<file path="src/rtl/csr_unit.sv">
// Machine-mode CSR file: zero-latency reads, writes/traps/MRET commit on the clock edge, no backpressure.
// Optional mcycle/minstret counters are built when CSR_COUNTERS_EN is defined.
module csr_unit #(
  parameter logic [63:0] MTVEC_RESET = 64'h0000_0000_0000_0000
) (
  input  logic        clk,
  input  logic        rst_n,
  input  logic [11:0] r_csr_addr,
  output logic [63:0] csr_data,
  input  logic        we_csr,
  input  logic [63:0] w_csr_data,
  input  logic        exc_en,
  input  logic [3:0]  exc_code,
  input  logic [63:0] exc_val,
  input  logic        mret,
  input  logic [63:0] pc_addr,
  input  logic        instr_retire,
  output logic [1:0]  priv_lvl,
  output logic        redirect,
  output logic [63:0] redirect_pc
);

  localparam logic [11:0] ADDR_MSTATUS  = 12'h300;
  localparam logic [11:0] ADDR_MISA     = 12'h301;
  localparam logic [11:0] ADDR_MTVEC    = 12'h305;
  localparam logic [11:0] ADDR_MSCRATCH = 12'h340;
  localparam logic [11:0] ADDR_MEPC     = 12'h341;
  localparam logic [11:0] ADDR_MCAUSE   = 12'h342;
  localparam logic [11:0] ADDR_MTVAL    = 12'h343;
  localparam logic [11:0] ADDR_MHARTID  = 12'hF14;
  localparam logic [63:0] MISA_VALUE    = 64'h8000_0000_0000_0100;
  localparam logic [1:0]  PRIV_M        = 2'd3;

  logic        mie_q, mie_d;
  logic        mpie_q, mpie_d;
  logic [1:0]  mpp_q, mpp_d;
  logic [1:0]  priv_q, priv_d;
  logic [63:0] mtvec_q, mtvec_d;
  logic [63:0] mscratch_q, mscratch_d;
  logic [63:0] mepc_q, mepc_d;
  logic [63:0] mcause_q, mcause_d;
  logic [63:0] mtval_q, mtval_d;
  logic [63:0] mstatus_rd;

  logic        mret_ok;
  logic        wr_ok;

  assign mret_ok    = mret && !exc_en && (priv_q == PRIV_M);
  // Any mret (even an illegal one) suppresses a same-cycle CSR write.
  assign wr_ok      = we_csr && !exc_en && !mret;
  assign mstatus_rd = {51'b0, mpp_q, 3'b0, mpie_q, 3'b0, mie_q, 3'b0};
  assign priv_lvl   = priv_q;

`ifdef CSR_COUNTERS_EN
  localparam logic [11:0] ADDR_MCYCLE   = 12'hB00;
  localparam logic [11:0] ADDR_MINSTRET = 12'hB02;

  logic [63:0] mcycle_q, mcycle_d;
  logic [63:0] minstret_q, minstret_d;
  logic        unused_ok;

  assign unused_ok = ^pc_addr[1:0];

  always_comb begin
    mcycle_d   = mcycle_q + 64'd1;
    minstret_d = minstret_q + {63'b0, instr_retire};
    if (wr_ok && r_csr_addr == ADDR_MCYCLE)   mcycle_d   = w_csr_data;
    if (wr_ok && r_csr_addr == ADDR_MINSTRET) minstret_d = w_csr_data;
  end

  always_ff @(posedge clk) begin
    if (!rst_n) begin
      mcycle_q   <= 64'd0;
      minstret_q <= 64'd0;
    end else begin
      mcycle_q   <= mcycle_d;
      minstret_q <= minstret_d;
    end
  end
`else
  logic unused_ok;

  assign unused_ok = ^{pc_addr[1:0], instr_retire};
`endif

  always_comb begin
    csr_data = 64'd0;
    case (r_csr_addr)
      ADDR_MSTATUS:  csr_data = mstatus_rd;
      ADDR_MISA:     csr_data = MISA_VALUE;
      ADDR_MTVEC:    csr_data = mtvec_q;
      ADDR_MSCRATCH: csr_data = mscratch_q;
      ADDR_MEPC:     csr_data = mepc_q;
      ADDR_MCAUSE:   csr_data = mcause_q;
      ADDR_MTVAL:    csr_data = mtval_q;
      ADDR_MHARTID:  csr_data = 64'd0;
`ifdef CSR_COUNTERS_EN
      ADDR_MCYCLE:   csr_data = mcycle_q;
      ADDR_MINSTRET: csr_data = minstret_q;
`endif
      default:       csr_data = 64'd0;
    endcase
  end

  always_comb begin
    mie_d       = mie_q;
    mpie_d      = mpie_q;
    mpp_d       = mpp_q;
    priv_d      = priv_q;
    mtvec_d     = mtvec_q;
    mscratch_d  = mscratch_q;
    mepc_d      = mepc_q;
    mcause_d    = mcause_q;
    mtval_d     = mtval_q;
    redirect    = 1'b0;
    redirect_pc = 64'd0;

    if (exc_en) begin
      redirect    = 1'b1;
      redirect_pc = mtvec_q;
      mepc_d      = {pc_addr[63:2], 2'b00};
      mcause_d    = {60'b0, exc_code};
      mtval_d     = exc_val;
      mpie_d      = mie_q;
      mie_d       = 1'b0;
      mpp_d       = priv_q;
      priv_d      = PRIV_M;
    end else if (mret_ok) begin
      redirect    = 1'b1;
      redirect_pc = mepc_q;
      priv_d      = mpp_q;
      mie_d       = mpie_q;
      mpie_d      = 1'b1;
      mpp_d       = 2'b00;
    end else if (wr_ok) begin
      case (r_csr_addr)
        ADDR_MSTATUS: begin
          mie_d  = w_csr_data[3];
          mpie_d = w_csr_data[7];
          // 2'b10 is a reserved privilege encoding; fold it to U.
          mpp_d  = (w_csr_data[12:11] == 2'b10) ? 2'b00 : w_csr_data[12:11];
        end
        ADDR_MTVEC:    mtvec_d    = {w_csr_data[63:2], 2'b00};
        ADDR_MSCRATCH: mscratch_d = w_csr_data;
        ADDR_MEPC:     mepc_d     = {w_csr_data[63:2], 2'b00};
        ADDR_MCAUSE:   mcause_d   = w_csr_data;
        ADDR_MTVAL:    mtval_d    = w_csr_data;
        default: ;
      endcase
    end
  end

  always_ff @(posedge clk) begin
    if (!rst_n) begin
      mie_q      <= 1'b0;
      mpie_q     <= 1'b0;
      mpp_q      <= 2'b00;
      priv_q     <= PRIV_M;
      mtvec_q    <= {MTVEC_RESET[63:2], 2'b00};
      mscratch_q <= 64'd0;
      mepc_q     <= 64'd0;
      mcause_q   <= 64'd0;
      mtval_q    <= 64'd0;
    end else begin
      mie_q      <= mie_d;
      mpie_q     <= mpie_d;
      mpp_q      <= mpp_d;
      priv_q     <= priv_d;
      mtvec_q    <= mtvec_d;
      mscratch_q <= mscratch_d;
      mepc_q     <= mepc_d;
      mcause_q   <= mcause_d;
      mtval_q    <= mtval_d;
    end
  end

endmodule

</file>
<file path="config.mk">
export PLATFORM = sky130hd
export DESIGN_NAME = csr_unit
export DESIGN_NICKNAME = d
export VERILOG_FILES = /design/src/rtl/csr_unit.sv
export SDC_FILE = /design/constraint.sdc
export NUM_CORES = 1
export LEC_CHECK = 0
export BUFFER_PORTS_ARGS = -buffer_cell sky130_fd_sc_hd__buf_2
export CAP_MARGIN = 20
export CORE_MARGIN = 3
export CORE_UTILIZATION = 40
export CTS_CLUSTER_SIZE = 8
export DETAILED_ROUTE_END_ITERATION = 6
export GPL_TIMING_DRIVEN = 1
export PLACE_DENSITY_LB_ADDON = 0.25
export SLEW_MARGIN = 15
export SYNTH_ARGS = -nofsm -noshare
export SYNTH_HDL_FRONTEND = slang
export SYNTH_SLANG_ARGS = --single-unit
</file>
<file path="constraint.sdc">
create_clock -name clk -period 4.3 [get_ports clk]
set_input_delay 0.43 -clock clk [delete_from_list [all_inputs] [get_ports clk]]
set_output_delay 0.43 -clock clk [all_outputs]
set_load 0.02 [all_outputs]
</file>
; ---- Word level (Yosys, flattened, before mapping)
; Cells that the tools add are included.
[classes]
reduce_logical = 23
bitwise_logic = 3
eq_ne = 10
mux = 29
[ops]
columns = cell, n
row1 = 64-bit two-way mux, 10
row2 = 64-bit one-hot mux with 7 select lines, 1
row3 = 12-bit by 10-bit equality test with 1-bit output (second input constant), 7
row4 = 4-bit two-way mux, 4
row5 = 3-bit AND reduction, 4
row6 = 2-bit nonzero test, 6
row7 = 2-bit two-way mux, 5
row8 = 1-bit two-way mux, 9
row9 = 4-bit AND reduction, 2
row10 = 3-bit nonzero test, 2
row11 = 2-bit equality test (second input constant), 2
row12 = 1-bit logical AND, 4
row13 = 2-bit AND reduction, 2
row14 = 1-bit NOT, 3
row15 = 1-bit logical NOT, 2
row16 = 2-bit inequality test (second input constant), 1
row17 = 2-bit OR reduction, 1
[word_totals]
output_inout_bits = 131
word_cells = 75
input_bits = 214
register_bits = 322

; ---- Longest topological paths before layout
; Gate-level depths: netlist of run 1.
[logic_depth]
depth_word = 6
ltp_mapped = 8
mapped_depth_nobuf = 4

; ---- Worst setup path before layout of run 1
; No wires, ideal clock.
[synth_timing]
path_type = input -> output
start = in r_csr_addr[10]
end = out csr_data[17]
path_buffers = 3
slack_ps = 1614
required_ps = 3870
arrival_ps = 2256
stages = 6
cell_sequence = nand4bb_1 > clkbuf_1 > clkbuf_1 > or4_1 > clkbuf_1 > o211ai_1
[synth_via]
elab_chain_len = 2
elab_cells_between_ends = 8
cone_classes = 7 x eq/ne / 1 x mux
[synth_rtl]
columns = item, line
row1 = start: declaration, 8  ; input logic [11:0] r_csr_addr,
row2 = 12-bit by 10-bit equality test with 1-bit output, 88  ; case (r_csr_addr)
row3 = 64-bit one-hot mux with 7 select lines *, 88
row4 = end: declaration, 9  ; output logic [63:0] csr_data,
; Mark *: on every way between the ends. The rest lies on a longest branch, timed or not.

; ---- Worst setup path after layout of run 1
[layout_timing]
start = in r_csr_addr[5]
end = out csr_data[63]
; The elaborated chain is that of the path after synthesis.

==> results_dict.tcl, run 1 <==
set metrics [dict create \
    status "finished with violations" \
    violations "DRC" \
    yosys.area_share.simple 0.144 \
    pre_cts_ws_ns 0.826 \
    syn_to_final_growth_pct 19.6 \
    mostFrequentLayoutCell "buf_2" \
    place.port_buffers 339 \
    clock.fmax_mhz 286 \
    cp.arrival_ns 3.07 \
    place.gp.congestion 0.863 \
    antenna_found_initial 0 \
    maxSlewViolCount 0 \
    worstPathMaxFanout 30 \
    design.core.area_um2 39800 \
    power_density_nw_per_um2 368 \
    placed_area_um2 18100 \
    synthMuxAreaShare 0.159 \
    wl_mm 58.0 \
    synth_compound_area_frac 0.236 \
    die_x_um 207 \
    crit_path_top_delay_cell "or4_2" \
    fin_cells 2642 \
    setup.worst_path.start_class "primary input" \
    grt_pass1_wl_mm 89.3 \
    cts.clk_slew.worst_paths_ns 0.05 \
    drt_iter0_markers 1248 \
    dp.cells 2589 \
    cts-htree-levels 2 \
    synth.avg_cell_area_um2 8.62 \
    period_share 0.814 \
    cts_hold_buf 0 \
    cts_buffers 46 \
    maxCapViolations 0 \
    fin_util 0.486 \
    timing.hold.ws_ns 0.153 \
    grt-ovfl-total 0 \
    setup_violations 0 \
    synth_area_leaders "dfxtp_1 40%, mux2i_1 13%, nand2_1 7.7%, o21ai_0 4.5%, o211a_1 3.8%" \
    clk_latency_ns 0.55 \
    syn-instance-count 1876 \
    critPathMaxStageDelay_ns 1.20 \
    ys_seq_area_frac 0.399 \
    ys_ff_latch 322 \
    die_area_um2 42900 \
    synth_top_cell_area_share 0.399 \
    critPathCaptureType "output port" \
    path_common_cell "buf_2" \
    drtPass1Iterations 7 \
    post_cts_buffers 0 \
    fin_setup_tns_ns 0 \
    crit_family "simple AND/OR/NAND/NOR gates" \
    synth_fa_ha_area_frac 0 \
    drive_gt1_frac 0.225 \
    cp_num_buf_inv 2 \
    path_class "primary input to output port" \
    period_needed_ns 3.50 \
    path_cells "buf_2 > or3_1 > or4_2 > o22ai_1 > buf_2" \
    yosysWarningCount 0 \
    yosysTopAreaCell "dfxtp_1" \
    tightest_slew_ns 1.16 \
    initial_core_util 0.406 \
    synth_top_family_by_area "compound AO/OA/AOI/OAI gates" \
    ioPinCount 345 \
    diodes 0 \
    clockBufferDepth 3 \
    post_cts_resize_count 0 \
    required_ns 3.87 \
    max_slew_margin 0.225 \
    fin_skew_ns 0.000848 \
    synth_edf_count 0 \
    grt_pass1_vias 15166 \
    grt_usage 0.259 \
    die_h_um 207 \
    peakVddDrop_uv 238 \
    p_leak_nw 7.99 \
    synth_flop_cell "dfxtp_1" \
    min_path_type "primary input to flop" \
    vias 15402 \
    hold_viol 0 \
    row_count 73 \
    via_per_inst 5.83 \
    syn-cell-area_um2 16200 \
    setup_ws_ns 0.800 \
    synth.distinct_cells 49 \
    cts_tree "done" \
    root_buffer "clkbuf_16" \
    grt_max_degree 182 \
    final_cell_mix "335 x buf_2, 332 x nand2_1, 322 x dfxtp_1, 218 x mux2i_1, 144 x o21ai_0" \
    dp_hpwl_mm 36.2 \
    rsz0062_at_grt "false" \
    fin_nets 2327 \
    synthXorXnorAreaFrac 0 \
    wl_per_cell_um 21.9 \
    fin_area_um2 19300 \
    detail-route-antenna-nets 0 \
    drc 10 \
    p_total_mw 7.12 \
    synthArstFlopShare 0 \
    cts_sinks 322 \
]
## cell families (layout without fill, tap and decap cells)
family                 count (synthesis)  after routing
AND/OR/NAND/NOR                      554            554
AO/OA/AOI/OAI                        549            549
flip-flops                           322            322
multiplexers                         248            248
buffers and inverters                202            442
other                                  1              2
## cell type report
type | instances | area [um^2]
well taps | 525 | 657
multi-input cells | 1353 | 8820
clock buffers | 51 | 1210
fillers | 3851 | 20500
repair buffers | 378 | 2150
inverters | 12 | 45.0
clock inverters | 1 | 8.76
flip-flops and latches | 322 | 6450
## sequential cells by signal, indices dropped and copies added (netlist names)
signal,count
mpie_q,1
mie_q,1
mtval_q,64
mepc_q,62
mscratch_q,64
mtvec_q,62
mpp_q,2
priv_lvl,2
mcause_q,64
## report_power, final
| group | switching, mW | internal (mW) | total [mW] |
|---|---|---|---|
| combinational | 0.448 | 0.291 | 0.740 |
| clock | 1.29 | 1.95 | 3.24 |
| sequential | 0.0580 | 3.08 | 3.14 |
| total | 1.80 | 5.32 | 7.12 |
## final timing paths
kind	start	end	slack [ns]	cells after the start
setup / recovery	r_csr_addr[5]	csr_data[63]	0.80	5
hold / removal	w_csr_data[1]	mscratch_q[1]	0.15	3
setup reg to reg	priv_lvl[0]	mpie_q	2.31	5
hold reg to reg	mcause_q[36]	mcause_q[36]	0.45	2
## per-layer routing
layer / part of all wire / vias up / GRT usage
met5: 0 / - / 0
met4: 0.023 / 0 / 0.0817
met3: 0.073 / 79 / 0.0426
met2: 0.47 / 635 / 0.421
met1: 0.44 / 7441 / 0.353
li1: - / 7247 / -
## synthesized netlist by cell type, drive strengths merged, types with 3 or more instances
| cell type | number |
|---|---|
| a211oi | 71 |
| a21oi | 85 |
| a221o | 25 |
| a22o | 62 |
| a22oi | 61 |
| a31oi | 6 |
| buf | 76 |
| clkbuf | 114 |
| dfxtp | 322 |
| inv | 12 |
| mux2 | 25 |
| mux2i | 218 |
| mux4 | 5 |
| nand2 | 333 |
| nand2b | 5 |
| nor2 | 114 |
| nor2b | 3 |
| nor3 | 70 |
| nor4 | 8 |
| o211a | 62 |
| o211ai | 12 |
| o21ai | 154 |
| o22ai | 5 |
| or3 | 4 |
| or4 | 4 |
## worst register-to-register path: stages, from the launching register on
cell and delay, ns:
dfxtp_1 0.40, nand3_1 0.18, nor2_4 0.67, buf_12 0.34, a211oi_1 0.08, a211oi_1 0.24
Power figures use the tool's default switching activity.
==> inputs of run 2 (changes only) <==
Clock period 4.3 ns to 2.9 ns, I/O delays scaled along.
==> results_dict.tcl, run 2 (synthesized netlist as in run 1, its figures left out) <==
set metrics [dict create \
    setup.worst_path.start_class "primary input" \
    timing.hold.ws_ns 0.0225 \
    detail-route-antenna-nets 0 \
    cp.arrival_ns 2.44 \
    cts_sinks 322 \
    grt_pass1_vias 15558 \
    clock.fmax_mhz 367 \
    hold_viol 0 \
    r2r_start "priv_lvl[1]" \
    die_h_um 207 \
    post_cts_resize_count 0 \
    dp_hpwl_mm 37.9 \
    ff2ff_setup_slack_ns 1.34 \
    setup_violations 0 \
    power_density_nw_per_um2 529 \
    post_cts_buffers 0 \
    diodes 0 \
    rsz0062_at_grt "false" \
    maxSlewViolCount 0 \
    drt_iter0_markers 1232 \
    cts-htree-levels 2 \
    cts_tree "done" \
    crit_path_end "csr_data[19]" \
    period_needed_ns 2.73 \
    peakVddDrop_uv 373 \
    via_per_inst 5.81 \
    wl_mm 58.4 \
    drive_gt1_frac 0.231 \
    top_regs "mcause_q: 64 flops, mscratch_q: 64 flops, mtval_q: 64 flops" \
    grt_pass1_wl_mm 90.0 \
    antenna_found_initial 1 \
    ioPinCount 345 \
    clockBufferDepth 3 \
    final_cell_mix "335 x buf_2, 332 x nand2_1, 322 x dfxtp_1, 218 x mux2i_1, 144 x o21ai_0" \
    initial_core_util 0.406 \
    root_buffer "clkbuf_16" \
    status "completed" \
    die_area_um2 42900 \
    wl_per_cell_um 21.6 \
    grt_usage 0.260 \
    r2r-end "mpie_q" \
    row_count 73 \
    max_slew_margin 0.487 \
    fin_nets 2385 \
    required_ns 2.61 \
    period_share 0.941 \
    mostFrequentLayoutCell "buf_2" \
    cts_buffers 46 \
    worstPathMaxFanout 16 \
    place.gp.congestion 0.865 \
    drc 0 \
    cts.clk_slew.worst_paths_ns 0.05 \
    critPathCaptureType "output port" \
    rr_worst_depth 5 \
    die_x_um 207 \
    cts_hold_buf 33 \
    grt_max_degree 151 \
    crit_start "r_csr_addr[5]" \
    min_from "exc_code[0]" \
    path_class "primary input to output port" \
    maxCapViolations 0 \
    vias 15695 \
    p_leak_nw 8.29 \
    clk_latency_ns 0.55 \
    min_path_type "primary input to flop" \
    grt-ovfl-total 0 \
    design.core.area_um2 39800 \
    place.port_buffers 339 \
    tightest_slew_ns 0.769 \
    syn_to_final_growth_pct 23.7 \
    drtPass1Iterations 5 \
    fin_skew_ns 0.00282 \
    fin_setup_tns_ns 0 \
]
[run 2: cell types whose count changed in the layout (fill, tap and decap cells not counted), sizes merged]
cell	delta
clkbuf	-1
dlygate4sd3	+33
buf	+25
inv	+1
clkinv	+1
[run 2: critical path, cell delays in order]
cell,delay [ns]
buf_2,0.10
or3_1,0.53
buf_4,0.25
nor4_4,0.38
buf_4,0.34
a22oi_1,0.13
o21ai_0,0.17
buf_2,0.24
[run 2: per-stage QoR]
| step | total power, mW | utilization | instances | setup WS [ns] | cell area, um^2 |
|---|---|---|---|---|---|
| after floorplan | 5.39 | - | 1877 | 0.494 | 16200 |
| after global placement | 5.83 | 0.463 | 2615 | 0.237 | 18400 |
| after detailed placement | 5.85 | 0.463 | 2615 | 0.230 | 18400 |
| after CTS | 10.7 | 0.502 | 2701 | 0.227 | 20000 |
| after global routing | 11.0 | 0.502 | 2701 | 0.120 | 20000 |
| final | 10.6 | 0.502 | 2701 | 0.172 | 20000 |
[run 2: worst min path at each step]
stage,endpoint,slack [ns],cells after the start
2_1_floorplan,mcause_q[63],0.43,2
3_3_place_gp,mcause_q[8],0.44,2
3_5_place_dp,mcause_q[4],0.44,2
4_1_cts,mcause_q[18],0.00007,3
5_1_grt,mcause_q[5],0.02,3
6_report,mcause_q[0],0.02,3
[run 2: power breakdown]
group | total, mW | leakage (nW) | switching, mW | internal (mW)
clock network | 4.77 | 0.600 | 1.92 | 2.85
registers | 4.65 | 2.63 | 0.0847 | 4.57
logic | 1.16 | 5.06 | 0.680 | 0.478
[run 2: final cells by class]
cell class	count	area, um^2
fill	3780	19800
multi-input combinational	1353	8820
sequential	322	6450
timing repair buffer	436	2810
clock buffer	50	1190
tap	525	657
inverter	12	45.0
clock inverter	3	33.8
[run 2: per-layer routing]
metal | vias up | GRT usage | wire length, um
met5 | - | 0 | 11
met4 | 2 | 0.0880 | 1790
met3 | 111 | 0.0400 | 3920
met2 | 640 | 0.426 | 27100
met1 | 7580 | 0.352 | 25600
li1 | 7362 | - | -
==> inputs of run 3 (changes only) <==
Settings changed: CORE_ASPECT_RATIO set to 0.7, CORE_MARGIN 3 to unset.
==> results_dict.tcl, run 3 (synthesized netlist as in run 1, its figures left out) <==
set metrics [dict create \
    seqCellArea_um2 6450 \
    path_cells "buf_2 > or3_1 > buf_4 > nor4b_4 > buf_4 > a22oi_1 > o211ai_1 > buf_2" \
    grt_usage 0.275 \
    place.gp.congestion 0.863 \
    timing.hold.ws_ns 0.0247 \
    grt_max_degree 183 \
    root_buffer "clkbuf_16" \
    p_total_mw 10.6 \
    post_cts_resize_count 0 \
    syn_to_final_growth_pct 22.6 \
    die_area_um2 41200 \
    post_cts_buffers 0 \
    die_h_um 170 \
    p_leak_nw 8.21 \
    grt-ovfl-total 0 \
    maxCapViolations 0 \
    crit_family "simple AND/OR/NAND/NOR gates" \
    cp_num_buf_inv 4 \
    clk_latency_ns 0.55 \
    fin_skew_ns 0.00597 \
    row_count 61 \
    drt_iter0_markers 1410 \
    worstPathMaxFanout 7 \
    period_share 0.926 \
    cts.clk_slew.worst_paths_ns 0.05 \
    die_x_um 242 \
    critPathCaptureType "output port" \
    wl_per_cell_um 21.7 \
    status "completed" \
    grt_pass1_wl_mm 88.5 \
    maxSlewViolCount 0 \
    dp_hpwl_mm 37.7 \
    design.core.area_um2 39800 \
    critPathMaxStageDelay_ns 0.55 \
    drtPass1Iterations 6 \
    place.port_buffers 339 \
    period_needed_ns 2.69 \
    ioPinCount 345 \
    path_class "primary input to output port" \
    peakVddDrop_uv 363 \
    clockBufferDepth 3 \
    cts-htree-levels 2 \
    power_density_nw_per_um2 534 \
    power_frac_clock 0.452 \
    drc 0 \
    antenna_found_initial 2 \
    cell_internal_pwr_mw 7.87 \
    mostFrequentLayoutCell "buf_2" \
    switching_share 0.256 \
    min_path_type "primary input to flop" \
    setup.worst_path.start_class "primary input" \
    fin_setup_tns_ns 0 \
    cp.arrival_ns 2.40 \
    clock.fmax_mhz 372 \
    power_frac_comb 0.108 \
    cts_sinks 322 \
    cts_hold_buf 23 \
    cts_tree "done" \
    pwr-share-seq 0.440 \
    crit_path_top_delay_cell "or3_1" \
    rsz0062_at_grt "false" \
    grt_pass1_vias 14747 \
    via_per_inst 5.81 \
    power.switching_mw 2.71 \
    tightest_slew_ns 0.995 \
    setup_violations 0 \
    top_regs "mcause_q: 64 flops, mscratch_q: 64 flops, mtval_q: 64 flops" \
    max_slew_margin 0.336 \
    drive_gt1_frac 0.230 \
    multi_input_area_um2 8830 \
    final_cell_mix "335 x buf_2, 332 x nand2_1, 322 x dfxtp_1, 218 x mux2i_1, 144 x o21ai_0" \
    fillers 3737 \
    initial_core_util 0.407 \
    cts_buffers 46 \
    required_ns 2.61 \
    hold_viol 0 \
    wl_mm 58.6 \
    vias 15674 \
    detail-route-antenna-nets 0 \
    fin_nets 2371 \
]
## run 3: changes by cell type in the layout (fill, tap and decap cells not counted), moves of 2 or more
cell | previous run | this run
buf_4 | 44 | 46
clkbuf_8 | 2 | 0
dlygate4sd3_1 | 33 | 23
clkbuf_1 | 2 | 0
buf_12 | 22 | 16
diode_2 | 0 | 2
inv_6 | 2 | 0
## run 3: cell type report
| class | instances | area share |
|---|---|---|
| multi-input cells | 1353 | 0.446 |
| flip-flops and latches | 322 | 0.325 |
| repair buffers | 422 | 0.131 |
| clock buffers | 47 | 0.0594 |
| well taps | 535 | 0.0338 |
| inverters | 12 | 0.00227 |
| clock inverters | 3 | 0.00208 |
| diodes | 2 | 0.000253 |
## run 3: through the flow
step | area (um^2) | instances | utilization | setup WS (ns)
final | 19800 | 2696 | 0.498 | 0.215
after global routing | 19800 | 2695 | 0.498 | 0.133
after detailed placement | 18400 | 2621 | 0.462 | 0.166
after floorplan | 16200 | 1877 | - | 0.494
after CTS | 19800 | 2694 | 0.498 | 0.240
after global placement | 18400 | 2621 | 0.462 | 0.240
## run 3: worst register-to-register path, cell delays in order, from the launching register on
cell	delay, ns
dfxtp_1	0.41
nand3_1	0.19
nor2_4	0.13
buf_4	0.44
a211oi_1	0.10
a211oi_1	0.29
## run 3: path summary, 6_finish.rpt
check / from / to / slack (ns) / cells after the start
worst max-delay path: r_csr_addr[5] / csr_data[42] / 0.21 / 8
worst max register to register: priv_lvl[1] / mpie_q / 1.24 / 5
worst min register to register: mcause_q[29] / mcause_q[29] / 0.45 / 2
worst min-delay path: w_csr_data[48] / mcause_q[48] / 0.02 / 3
## run 3: layer usage
layer	GRT usage	part of all wire
met3	0.0460	0.076
met4	0.0693	0.020
met2	0.440	0.45
met5	0	0
met1	0.384	0.45
## run 3: power groups by stage
stage / Clock, mW / Sequential [mW] / Combinational, mW
floorplan: 0 / 4.72 / 0.669
global placement: 0 / 4.74 / 1.09
detailed placement: 0 / 4.74 / 1.10
CTS: 4.86 / 4.65 / 1.13
global route: 5.07 / 4.67 / 1.23
finish: 4.79 / 4.66 / 1.14
